### config.mk
export PLATFORM = sky130hd
export DESIGN_NAME = menu_text_ctrl
export DESIGN_NICKNAME = d
export VERILOG_FILES = /design/src/rtl/menu_text_ctrl.sv
export SDC_FILE = /design/constraint.sdc
export NUM_CORES = 1
export LEC_CHECK = 0
export CAP_MARGIN = 5
export CORE_ASPECT_RATIO = 0.5
export CORE_MARGIN = 2
export CORE_UTILIZATION = 43
export CTS_CLUSTER_SIZE = 40
export DETAILED_ROUTE_END_ITERATION = 8
export PLACE_DENSITY = 0.75
export SLEW_MARGIN = 30
export SYNTH_ARGS = -nofsm -noshare
export SYNTH_HDL_FRONTEND = slang
export SYNTH_SLANG_ARGS = --single-unit
### constraint.sdc
create_clock -name clk -period 2.47 [get_ports clk]
set_input_delay 0.494 -clock clk [delete_from_list [all_inputs] [get_ports clk]]
set_output_delay 0.494 -clock clk [all_outputs]
set_load 0.005 [all_outputs]
### src/rtl/menu_text_ctrl.sv
// Registered 16x2 LCD text composer: owns scent/timer selection, runs the BCD
// countdown with a blinking colon, and strobes upd whenever the rows change.
module menu_text_ctrl #(
    parameter int TICK_DIV  = 50_000_000,
    parameter int BLINK_DIV = 25_000_000,
    parameter int T0_MIN    = 30,
    parameter int T1_MIN    = 60,
    parameter int T2_MIN    = 120
) (
    input  logic         clk,
    input  logic         rst,
    input  logic         sw,
    input  logic         btn_l,
    input  logic         btn_r,
    input  logic         btn_u,
    input  logic         btn_d,
    input  logic         ld_valid,
    input  logic [1:0]   ld_scent,
    input  logic [1:0]   ld_timer,
    input  logic         start,
    input  logic         cancel,
    input  logic [3:0]   temperature10,
    input  logic [3:0]   temperature0,
    input  logic [3:0]   humidity10,
    input  logic [3:0]   humidity0,
    output logic [127:0] row1,
    output logic [127:0] row2,
    output logic         upd,
    output logic         running,
    output logic         done
);

    localparam int TW = $clog2(TICK_DIV + 1);
    localparam int BW = $clog2(BLINK_DIV + 1);

    function automatic logic [11:0] toBcd(input int n);
        return {4'(n / 100 % 10), 4'(n / 10 % 10), 4'(n % 10)};
    endfunction

    localparam logic [11:0] T0_BCD = toBcd(T0_MIN);
    localparam logic [11:0] T1_BCD = toBcd(T1_MIN);
    localparam logic [11:0] T2_BCD = toBcd(T2_MIN);

    typedef enum logic {S_IDLE, S_RUN} state_t;

    state_t          r_state, w_stateNext;
    logic   [1:0]    r_scent, r_timer;
    logic   [11:0]   r_min;
    logic   [7:0]    r_sec;
    logic   [TW-1:0] r_tick;
    logic   [BW-1:0] r_blink;
    logic            r_phase;
    logic   [127:0]  r_row1, r_row2;
    logic            r_upd, r_done;
    logic            w_done, w_tickHit, w_blinkHit, w_lastSec;
    logic   [11:0]   w_loadMin;
    logic   [127:0]  w_row1, w_row2;
    logic   [7:0]    w_hund, w_tens, w_sep;

    function automatic logic [1:0] wrapInc(input logic [1:0] i);
        return (i >= 2'd2) ? 2'd0 : i + 2'd1;
    endfunction

    function automatic logic [1:0] wrapDec(input logic [1:0] i);
        return (i == 2'd0) ? 2'd2 : i - 2'd1;
    endfunction

    function automatic logic [7:0] secDec(input logic [7:0] s);
        if (s == 8'h00)      return 8'h59;
        if (s[3:0] == 4'd0)  return {s[7:4] - 4'd1, 4'd9};
        return s - 8'd1;
    endfunction

    function automatic logic [11:0] minDec(input logic [11:0] m);
        if (m[3:0] != 4'd0)  return m - 12'd1;
        if (m[7:4] != 4'd0)  return {m[11:8], m[7:4] - 4'd1, 4'd9};
        return {m[11:8] - 4'd1, 8'h99};
    endfunction

    function automatic logic [7:0] digitChar(input logic [3:0] d);
        return (d > 4'd9) ? 8'h3F : {4'h3, d};
    endfunction

    function automatic logic [71:0] scentName(input logic [1:0] s);
        case (s)
            2'd1:    return "Woody    ";
            2'd2:    return "Citrus   ";
            default: return "Cotton   ";
        endcase
    endfunction

    assign w_tickHit  = (r_tick == TW'(TICK_DIV - 1));
    assign w_blinkHit = (r_blink == BW'(BLINK_DIV - 1));
    assign w_lastSec  = (r_min == 12'h000) && (r_sec == 8'h01);

    always_comb begin
        case (r_timer)
            2'd1:    w_loadMin = T1_BCD;
            2'd2:    w_loadMin = T2_BCD;
            default: w_loadMin = T0_BCD;
        endcase
    end

    always_ff @(posedge clk or negedge rst) begin
        if (!rst) r_state <= S_IDLE;
        else      r_state <= w_stateNext;
    end

    always_comb begin
        w_stateNext = r_state;
        w_done      = 1'b0;
        case (r_state)
            S_IDLE: if (start) w_stateNext = S_RUN;
            S_RUN: begin
                if (cancel) begin
                    w_stateNext = S_IDLE;
                end else if (w_tickHit && w_lastSec) begin
                    w_stateNext = S_IDLE;
                    w_done      = 1'b1;
                end
            end
            default: w_stateNext = S_IDLE;
        endcase
    end

    // Bluetooth load beats buttons; selections freeze while counting down.
    always_ff @(posedge clk or negedge rst) begin
        if (!rst) begin
            r_scent <= 2'd0;
            r_timer <= 2'd0;
        end else if (r_state == S_IDLE) begin
            if (ld_valid) begin
                r_scent <= (ld_scent == 2'd3) ? 2'd2 : ld_scent;
                r_timer <= (ld_timer == 2'd3) ? 2'd2 : ld_timer;
            end else begin
                if (btn_r && !btn_l)      r_scent <= wrapInc(r_scent);
                else if (btn_l && !btn_r) r_scent <= wrapDec(r_scent);
                if (btn_u && !btn_d)      r_timer <= wrapInc(r_timer);
                else if (btn_d && !btn_u) r_timer <= wrapDec(r_timer);
            end
        end
    end

    always_ff @(posedge clk or negedge rst) begin
        if (!rst) begin
            r_min   <= 12'h000;
            r_sec   <= 8'h00;
            r_tick  <= '0;
            r_blink <= '0;
            r_phase <= 1'b0;
        end else if (r_state == S_RUN && w_stateNext == S_RUN) begin
            if (w_tickHit) begin
                r_tick <= '0;
                r_sec  <= secDec(r_sec);
                if (r_sec == 8'h00) r_min <= minDec(r_min);
            end else begin
                r_tick <= r_tick + 1'b1;
            end
            if (w_blinkHit) begin
                r_blink <= '0;
                r_phase <= ~r_phase;
            end else begin
                r_blink <= r_blink + 1'b1;
            end
        end else begin
            r_tick  <= '0;
            r_blink <= '0;
            r_phase <= 1'b0;
            if (r_state == S_IDLE && start) begin
                r_min <= w_loadMin;
                r_sec <= 8'h00;
            end else if (w_done) begin
                r_min <= 12'h000;
                r_sec <= 8'h00;
            end
        end
    end

    assign w_hund = (w_loadMin[11:8] == 4'd0) ? 8'h20 : digitChar(w_loadMin[11:8]);
    assign w_tens = (w_loadMin[11:4] == 8'd0) ? 8'h20 : digitChar(w_loadMin[7:4]);
    assign w_sep  = r_phase ? 8'h20 : 8'h3A;

    // The sensor page only changes what is shown; state keeps running beneath it.
    always_comb begin
        w_row1 = {"Scent: ", scentName(r_scent)};
        w_row2 = {"Timer: ", w_hund, w_tens, digitChar(w_loadMin[3:0]), "min   "};
        if (sw) begin
            w_row1 = {"Temp: ", digitChar(temperature10), digitChar(temperature0), "'C      "};
            w_row2 = {"Humi: ", digitChar(humidity10), digitChar(humidity0), "%       "};
        end else if (r_state == S_RUN) begin
            w_row1 = {"Run: ", scentName(r_scent), "  "};
            w_row2 = {"Left: ", digitChar(r_min[11:8]), digitChar(r_min[7:4]),
                      digitChar(r_min[3:0]), w_sep, digitChar(r_sec[7:4]),
                      digitChar(r_sec[3:0]), "    "};
        end
    end

    always_ff @(posedge clk or negedge rst) begin
        if (!rst) begin
            r_row1 <= {16{8'h20}};
            r_row2 <= {16{8'h20}};
            r_upd  <= 1'b0;
            r_done <= 1'b0;
        end else begin
            r_row1 <= w_row1;
            r_row2 <= w_row2;
            r_upd  <= (w_row1 != r_row1) || (w_row2 != r_row2);
            r_done <= w_done;
        end
    end

    assign row1    = r_row1;
    assign row2    = r_row2;
    assign upd     = r_upd;
    assign done    = r_done;
    assign running = (r_state == S_RUN);

endmodule

[Yosys cells after proc, flatten, opt, wreduce, memory -nomap -nowiden]
Index checks and enable logic that the tools add are counted.
Widths: inputs -> output; s select.
Cells by class
  order comparisons: 14
  bitwise operators: 2
  muxes and demuxes: 79
  add/sub/neg operators: 11
  reduce and logical (&&, ||, !) cells: 30
  equality and inequality tests: 15
Operators by type and width (number)
  $ne 128x128->1: 2
  $mux 125: 2
  $pmux 69 s2: 1
  $mux 123: 1
  $mux 121: 1
  $mux 12: 9
  $mux 8: 8
  $mux 26: 2
  $mux 25: 2
  $mux 4: 12
  $gt 4x4->1 const B: 11
  $add 26x1->26 const B: 1
  $eq 26x26->1 const B: 1
  $add 25x1->25 const B: 1
  $eq 25x25->1 const B: 1
  $mux 1: 24
  $mux 2: 12
  $pmux 9 s2: 1
  $logic_not 8->1: 2
  $mux 5: 3
  $logic_not 12->1: 1
  $sub 12x1->12 const B: 1
  $sub 4x1->4 const B: 3
  $reduce_bool 3->1: 3
  22 further kinds: 46
Word-level totals
  input port bits: 30
  bits in registers: 335
  output and inout bits: 259

[Logic depth before layout (Yosys ltp)]
  depth after elaboration: 17
  gate-level depth with buffers: 12
  depth with buffers taken out: 11

[Least setup slack after synthesis]
No wires, ideal clock.
  path type: flip-flop to flip-flop
  start point: register r_sec[4]
  end point: register r_upd, in the netlist upd
  cell stages (with the launch flop): 10
  period minus slack after synthesis: 2491 ps
  slack: -21 ps
  buffers on the path: 0
  arrival time: 2353 ps
  cells stage by stage: dfrtp_1 inv_1 ha_1 or3b_2 a31oi_1 xnor2_1 nand4_1 a211oi_1 nand4_1 or4_1
On the way
  cells in the longest elaborated chain, start to end: 6
Ends and longest elaborated chain
  from (decl): line 49  | logic [7:0] r_sec;
  from (signal assigned): line 154  | r_sec <= secDec(r_sec);
  $gt 4x4->1: line 81  | return (d > 4'd9) ? 8'h3F : {4'h3, d};
  $mux 4: line 81
  $mux 125: line 190  | end else if (r_state == S_RUN) begin
  $mux 125: line 187  | if (sw) begin
  named net w_row2[42]: line 57  | logic [127:0] w_row1, w_row2;
  $ne 128x128->1: line 207  | r_upd <= (w_row1 != r_row1) || (w_row2 != r_row2);
  $logic_or 1x1->1: line 207
  to (signal assigned): line 207
  to (decl): line 54  | logic r_upd, r_done;
The timed path passes the listed nets, and every way through them passes these cells.
A chain may end at the register's enable or synchronous reset.

[Worst setup path in the final report]
Same ends and word-level chain as after synthesis.

==> results.md <==
* Max FO, Critical Path at 3
* Slew HR at 0.662
* Number of port buffers at 170
* Hpwl dp at 16900 um
* GRT Residual Overflow at 0
* Hold_ws at 0.0165 ns
* Run status: finished, violations left
* Final count of negative-setup-slack endpoints at 2
* Post-synth cell types at roughly 80
* Post-synth EDFFs at 0
* Class of the worst hold path: primary input to async pin
* Compound-Gate Fraction of Synth Area at 0.117
* Share of layout cells above drive strength 1 at 0.183
* Commonest cells in the netlist: 194 x buf_4, 138 x dfrtp_1, 115 x nor2_1
* Antenna violations before repair at 0
* Met1 GRT Util at 0.250
* Final WS setup at -0.0437 ns
* Required time worst endpoint at 2.76 ns
* Worst reg2reg setup slack at -0.04 ns
* Total GRT Usage at 0.209
* Die Width at 209 um
* Die ar. at 22300 um^2
* Final-report max-slew violation count at 0
* Synth Area in Adders at 0.0221
* M2 GR Usage at 0.376
* Hold_buf cts at 0
* Violated checks: setup timing
* Post-synth top flop: dfrtp_1
* Placeable Area at 20600 um^2
* Critical Path End Type: flip-flop
* Unrepaired setup endpoints after global routing: yes
* Initial core utilization at 0.439
* R2R Path Start: r_sec[4]
* Clock Sinks at 142
* Asr flop ratio synth at 1.00
* Die span in y at roughly 110 um
* DP Area at 10600 um^2
* Final period util at 1.02
* Most frequent cell after synthesis: buf_4
* Drt total wl at 23900 um
* Inst Count DP at 1435
* Post-DRT Antenna Nets at 0
* Sequential area share after synthesis at 0.394
* Achievable Freq at 398 MHz
* Multi-input gate area at 4380 um^2
* Reg area at 3560 um^2
* Routability cong. at 0.916
* # fillers at 1675
* Simple-gate share of the synthesized area at 0.180
* Largest net degree at the start of global routing at 54
* Design area at 11700 um^2
* FF-to-FF End: upd
* Synth top area share at 0.382
* GR peak layer: met2
* Syn_area_per_cell at 8.98 um^2
* Cell Pwr Density at 772 nW/um^2
* Cells after synthesis at 1006
* Setup clock skew after layout at between 0.008 and 0.009 ns
* Nets at ~1200
* Final non-filler cell total at 1480
* DR vias at approximately 7600
* Synthesis Warnings at 0
* Row cnt at 37
* Synth area leader: dfrtp_1
* Max-cap violation count at 0
* GR Util met3 at 0.0384
* Routed length per placed instance at 16.2 um
* Max clock buf depth at 2
* Min Tclk post-route at 2.51 ns
* Crit Path Class: flip-flop to flip-flop
* Vias in the first global route at 7288
* Critical path arrival at 2.80 ns
* Worst reg2reg path depth at 8
* Flops & latches, synth at 142
* First-pass GRT wire length at ~37000 um
* Clk slew on worst S/H paths at 0.06 ns
* P_leak at roughly 5 nW
* Ant diodes at 0
* Inserted Clock Buffers at 17
* DR iter-0 viols at 600
* Area grow syn2layout at 29.6%
* Via-per-instance ratio at 5.10
* Mux cell area share after synthesis at 0.00914
* Synth Area in XOR/XNOR at 0.0746
* Largest family of logic cells by synthesized area: buffers and inverters
* Mapped cell area at roughly 9000 um^2
* Slew @ Worst Pin at 0.508 ns
* Fin. Hold Viols at 0
* First drt pass iteration count at 5
* TritonCTS clock tree: built
* Latest clock arrival within the worst-skew pair at 0.42 ns
* I/O Pins at 289
* Synth top area cells: dfrtp_1 38%, buf_4 16%, nor2_1 4.8%, xnor2_1 4.1%, xor2_1 3.4%
* Worst-case vdd ir drop at 0.000423 V
* Clock Tree Root: clkbuf_16
* CP Launch Type: flip-flop
* DRC Markers at 0
* H-tree depth at 4
[logic make-up (layout without fill, tap and decap cells)]
logic type,Yosys count,after routing
AO/OA/AOI/OAI,168,168
XOR/XNOR,77,77
adder cells (fa/ha/maj),16,16
buffers and inverters,271,354
flip-flops,142,142
multiplexers,8,8
other,2,120
AND/OR/NAND/NOR,322,322
[what timing repair did]
action,4_1_cts,5_1_grt
cloned,0,1
gates resized for setup,47,27
setup buffers,6,6
setup endpoints to repair,11,11
pin swaps,19,9
[worst max-delay path by stage]
stage / to / cells after the start / startpoint
2_1_floorplan: upd / 9 / r_sec[4]
3_3_place_gp: upd / 8 / temperature10[3]
3_5_place_dp: upd / 8 / temperature10[3]
4_1_cts: upd / 10 / r_scent[0]
5_1_grt: upd / 10 / r_scent[0]
6_report: upd / 8 / r_sec[4]
[cell type report]
cell class / count / area share
multi-input combinational: 711 / 0.374
sequential: 142 / 0.304
timing repair buffer: 280 / 0.225
clock buffer: 17 / 0.0363
tap: 273 / 0.0292
clock inverter: 15 / 0.0180
inverter: 42 / 0.0135
[cells in the final DEF, fill, tap and decap left out, types with 4 or more instances in the layout]
master	synthesis	final
a21oi_1	48	45
ha_1	16	10
nor2b_1	9	7
or3_1	10	10
or2_2	4	4
ha_4	0	5
nor2_2	3	4
inv_2	3	7
nand4_1	14	14
mux2i_1	6	4
conb_1	2	120
dfstp_2	4	4
a21oi_2	1	4
xnor2_1	42	41
nand3_1	29	29
o21ai_0	39	31
and3_1	16	16
buf_6	7	8
o21ai_1	8	13
nand2_1	58	57
inv_1	38	34
clkdlybuf4s50_1	0	168
buf_4	194	96
a211oi_1	6	4
o22ai_1	13	13
dfrtp_1	138	137
nor2_1	115	113
nand2b_1	15	14
nor3_1	15	14
clkinv_4	0	6
o21a_1	5	5
buf_12	0	5
xor2_1	35	35
bufinv_16	0	4
clkbuf_16	0	18
a31oi_1	7	5
[state kept, by name (all words and copies together) (netlist names)]
register  flops
row1         40
r_tick       26
r_blink      25
row2         23
r_min        12
r_sec         8
r_scent       2
r_timer       2
done          1
r_phase       1
running       1
upd           1
[stage by stage]
stage / TNS (ns) / utilization / power [mW] / setup slack, ns
after floorplan: 0 / - / 4.57 / 0.0306
after global placement: -0.246 / 0.517 / 5.75 / -0.246
after detailed placement: -0.308 / 0.517 / 5.81 / -0.308
after CTS: -0.00574 / 0.560 / 8.87 / -0.00574
after global routing: -0.722 / 0.569 / 9.46 / -0.159
final: -0.0665 / 0.569 / 9.05 / -0.0437
[layer usage]
layer | wire length (um) | vias up
met1 | 9740 | 3678
met2 | 12200 | 330
met5 | 0 | -
li1 | - | 3475
met4 | 672 | 0
met3 | 1310 | 68
[report_power, final]
group / switching (mW) / leakage, nW / internal, mW
Sequential: 0.345 / 1.83 / 2.58
Combinational: 1.61 / 2.96 / 1.70
Clock: 1.09 / 0.308 / 1.71
Total: 3.05 / 5.10 / 5.99
[worst max-delay path, stage by stage (launching register included)]
cell      delay [ns]
dfrtp_1         0.42
ha_1            0.24
or3b_4          0.41
a31oi_4         0.23
xnor2_2         0.14
nand4_1         0.12
a211oi_2        0.19
nand4_1         0.13
or4_1           0.50
No activity file was read; power rests on OpenSTA's default activity.
==> RTL change (same settings) <==
Register the input `btn_d` before use, with the module's reset. The logic sees it one clock later. The other inputs are not delayed to match.
--- a/src/rtl/menu_text_ctrl.sv
+++ b/src/rtl/menu_text_ctrl.sv
@@ -33,6 +33,16 @@
     localparam int TW = $clog2(TICK_DIV + 1);
     localparam int BW = $clog2(BLINK_DIV + 1);
 
+    logic btn_d_q;
+
+    always_ff @(posedge clk or negedge rst) begin
+        if (!rst) begin
+            btn_d_q <= '0;
+        end else begin
+            btn_d_q <= btn_d;
+        end
+    end
+
     function automatic logic [11:0] toBcd(input int n);
         return {4'(n / 100 % 10), 4'(n / 10 % 10), 4'(n % 10)};
     endfunction
@@ -135,8 +145,8 @@
             end else begin
                 if (btn_r && !btn_l)      r_scent <= wrapInc(r_scent);
                 else if (btn_l && !btn_r) r_scent <= wrapDec(r_scent);
-                if (btn_u && !btn_d)      r_timer <= wrapInc(r_timer);
-                else if (btn_d && !btn_u) r_timer <= wrapDec(r_timer);
+                if (btn_u && !btn_d_q)      r_timer <= wrapInc(r_timer);
+                else if (btn_d_q && !btn_u) r_timer <= wrapDec(r_timer);
             end
         end
     end
Behaviour: not the same (Yosys sat finds a counterexample within 4 cycles, from zero or initial values and one cycle with rst low).
==> RTL change against the unedited design <==
The run still ends with setup timing left. Sequential share of layout area rose by 0.44 points. Worst setup slack improved by 18 ps. Synthesized area rose by 1.1%. Final area fell by 0.75%. Synthesized cell count rose by 1.5%. Core utilization fell by 0.68 points. Total power fell by 7.9%. Sequential cell count rose by 1. Global-route usage rose by 0.90 points. Routed wire length rose by 3.4%. Largest cell class unchanged. Highest routed layer unchanged.
==> RTL change: results (changes against the unedited design) <==
status complete, but fails checks; violated checks setup timing; DR vias/cell 5.23 (+2.4%); Sw Pwr 2.68 mW (-12%); Setup WS post-layout -25.6 ps (+18.1 ps); global-route wire length before repair 38.6 mm (+3.2%); Area contributors post-synth dfrtp_1, buf_4, nor2_1, xor2_1, o21ai_0; initial antenna violation count 0 (unchanged); worst skew pair latency around 430 ps; clock slew at reported path FFs 60 ps (about the same); clock power share 33.2% (+2.2 points); Seq/Total Area, Yosys 39.2% (-0.14 points); PortBufs 170 (unchanged); skew final 11.1 ps (+2.84 ps); top post-synthesis cells by count buf_4, dfrtp_1, nor2_1; placed instance area 10700 sq um (+0.51%); crit path max fanout 4 (+1); crit path DAT 2790 ps (about the same); CP peak stage delay 470 ps (-30 ps); drt pass-1 iters 5 (unchanged); Synth Flop Type dfrtp_1; largest net degree at the start of global routing 54 (unchanged); syn_area_per_cell 8.95 sq um (-0.43%); final net count 1244 (+0.32%); layout cell share with drive strength beyond 1 15.9% (-2.5 points); Crit-path slowest cell or4_1; vias in the first global route 7361 (+1.0%); Lkg Pwr 5.01 nW (-1.8%); Slew @ Worst Pin 636 ps (+128 ps); placed insts 1445 (+0.70%); Initial DRC Count 672 (+12%); worst min path class input pin to async pin; peak supply drop 0.000362 V (-14%); Post-Place Worst Slack -355 ps (-47.4 ps); Final Setup Violations 1 (-1); Yosys cell types 72 (-8.9%); gpl congestion 0.894 (-2.4%); average routed wire per standard cell 16.7 microns (+3.1%); DP Wirelength 18.2 mm (+7.7%); GRT Overall Usage 21.8% (+0.90 points); Post-Layout Cell Count 1484 (+0.27%); setup_tns -25.6 ps (+40.9 ps)
-- RTL change: power by group through the flow --
stage               registers, mW  clock network, mW  logic [mW]
floorplan                    2.79                  0        1.42
global placement             2.85                  0        2.42
detailed placement           2.86                  0        2.45
CTS                          2.83               2.78        2.62
global route                 2.86               2.89        2.95
finish                       2.84               2.76        2.73
-- RTL change: critical path, delay by kind of cell (launching register included) --
kind	cells	cell delay, ps
AO/OA/AOI/OAI	3	610
flip-flops	1	420
buffers and inverters	2	250
adder cells (fa/ha/maj)	1	310
AND/OR/NAND/NOR	3	770
-- RTL change: cell type report --
class	count	area, sq um
multi-input cells	734	4460
inverters	32	120
repair buffers	270	2490
clock inverters	13	189
fillers	1735	9060
well taps	273	342
clock buffers	19	443
flip-flops and latches	143	3580
-- RTL change: what timing repair did --
action,CTS,global route
buffers inserted,3,3
pin swaps,18,9
endpoints found under the setup margin,2,41
gates cloned,0,1
resized for setup,35,23
-- RTL change: layer usage --
| layer | up-vias | part of all wire [%] | global-route usage (%) |
|---|---|---|---|
| li1 | 3568 | - | - |
| met2 | 336 | 51 | 38.6 |
| met5 | - | 0 | 0 |
| met3 | 49 | 5.8 | 4.04 |
| met1 | 3801 | 40 | 26.4 |
| met4 | 0 | 2.4 | 9.12 |
-- RTL change: logic make-up after synthesis --
logic type               count (synthesis)  share of synthesized area (%)
flip-flops                             143                           39.2
buffers and inverters                  263                           19.5
AND/OR/NAND/NOR                        337                           19.1
other                                    2                         0.0822
AO/OA/AOI/OAI                          184                           12.6
XOR/XNOR                                71                           6.81
adder cells (fa/ha/maj)                 16                           2.19
multiplexers                             5                          0.548
-- RTL change: final timing paths --
check                                             from                   end  slack [ps]  cells after the start
worst max register to register  r_scent[1]$_DFFE_PN0P_         upd$_DFF_PN0_         -30                      9
worst max-delay path            r_scent[1]$_DFFE_PN0P_         upd$_DFF_PN0_         -30                      9
worst min register to register    r_blink[0]$_DFF_PN0_  r_blink[0]$_DFF_PN0_         490                      1
worst min-delay path                               rst  r_tick[24]$_DFF_PN0_           2                      1
max in group asynchronous                          rst  r_blink[5]$_DFF_PN0_        1740                      2
min in group clk                                    sw   row1[122]$_DFF_PN0_         420                      2
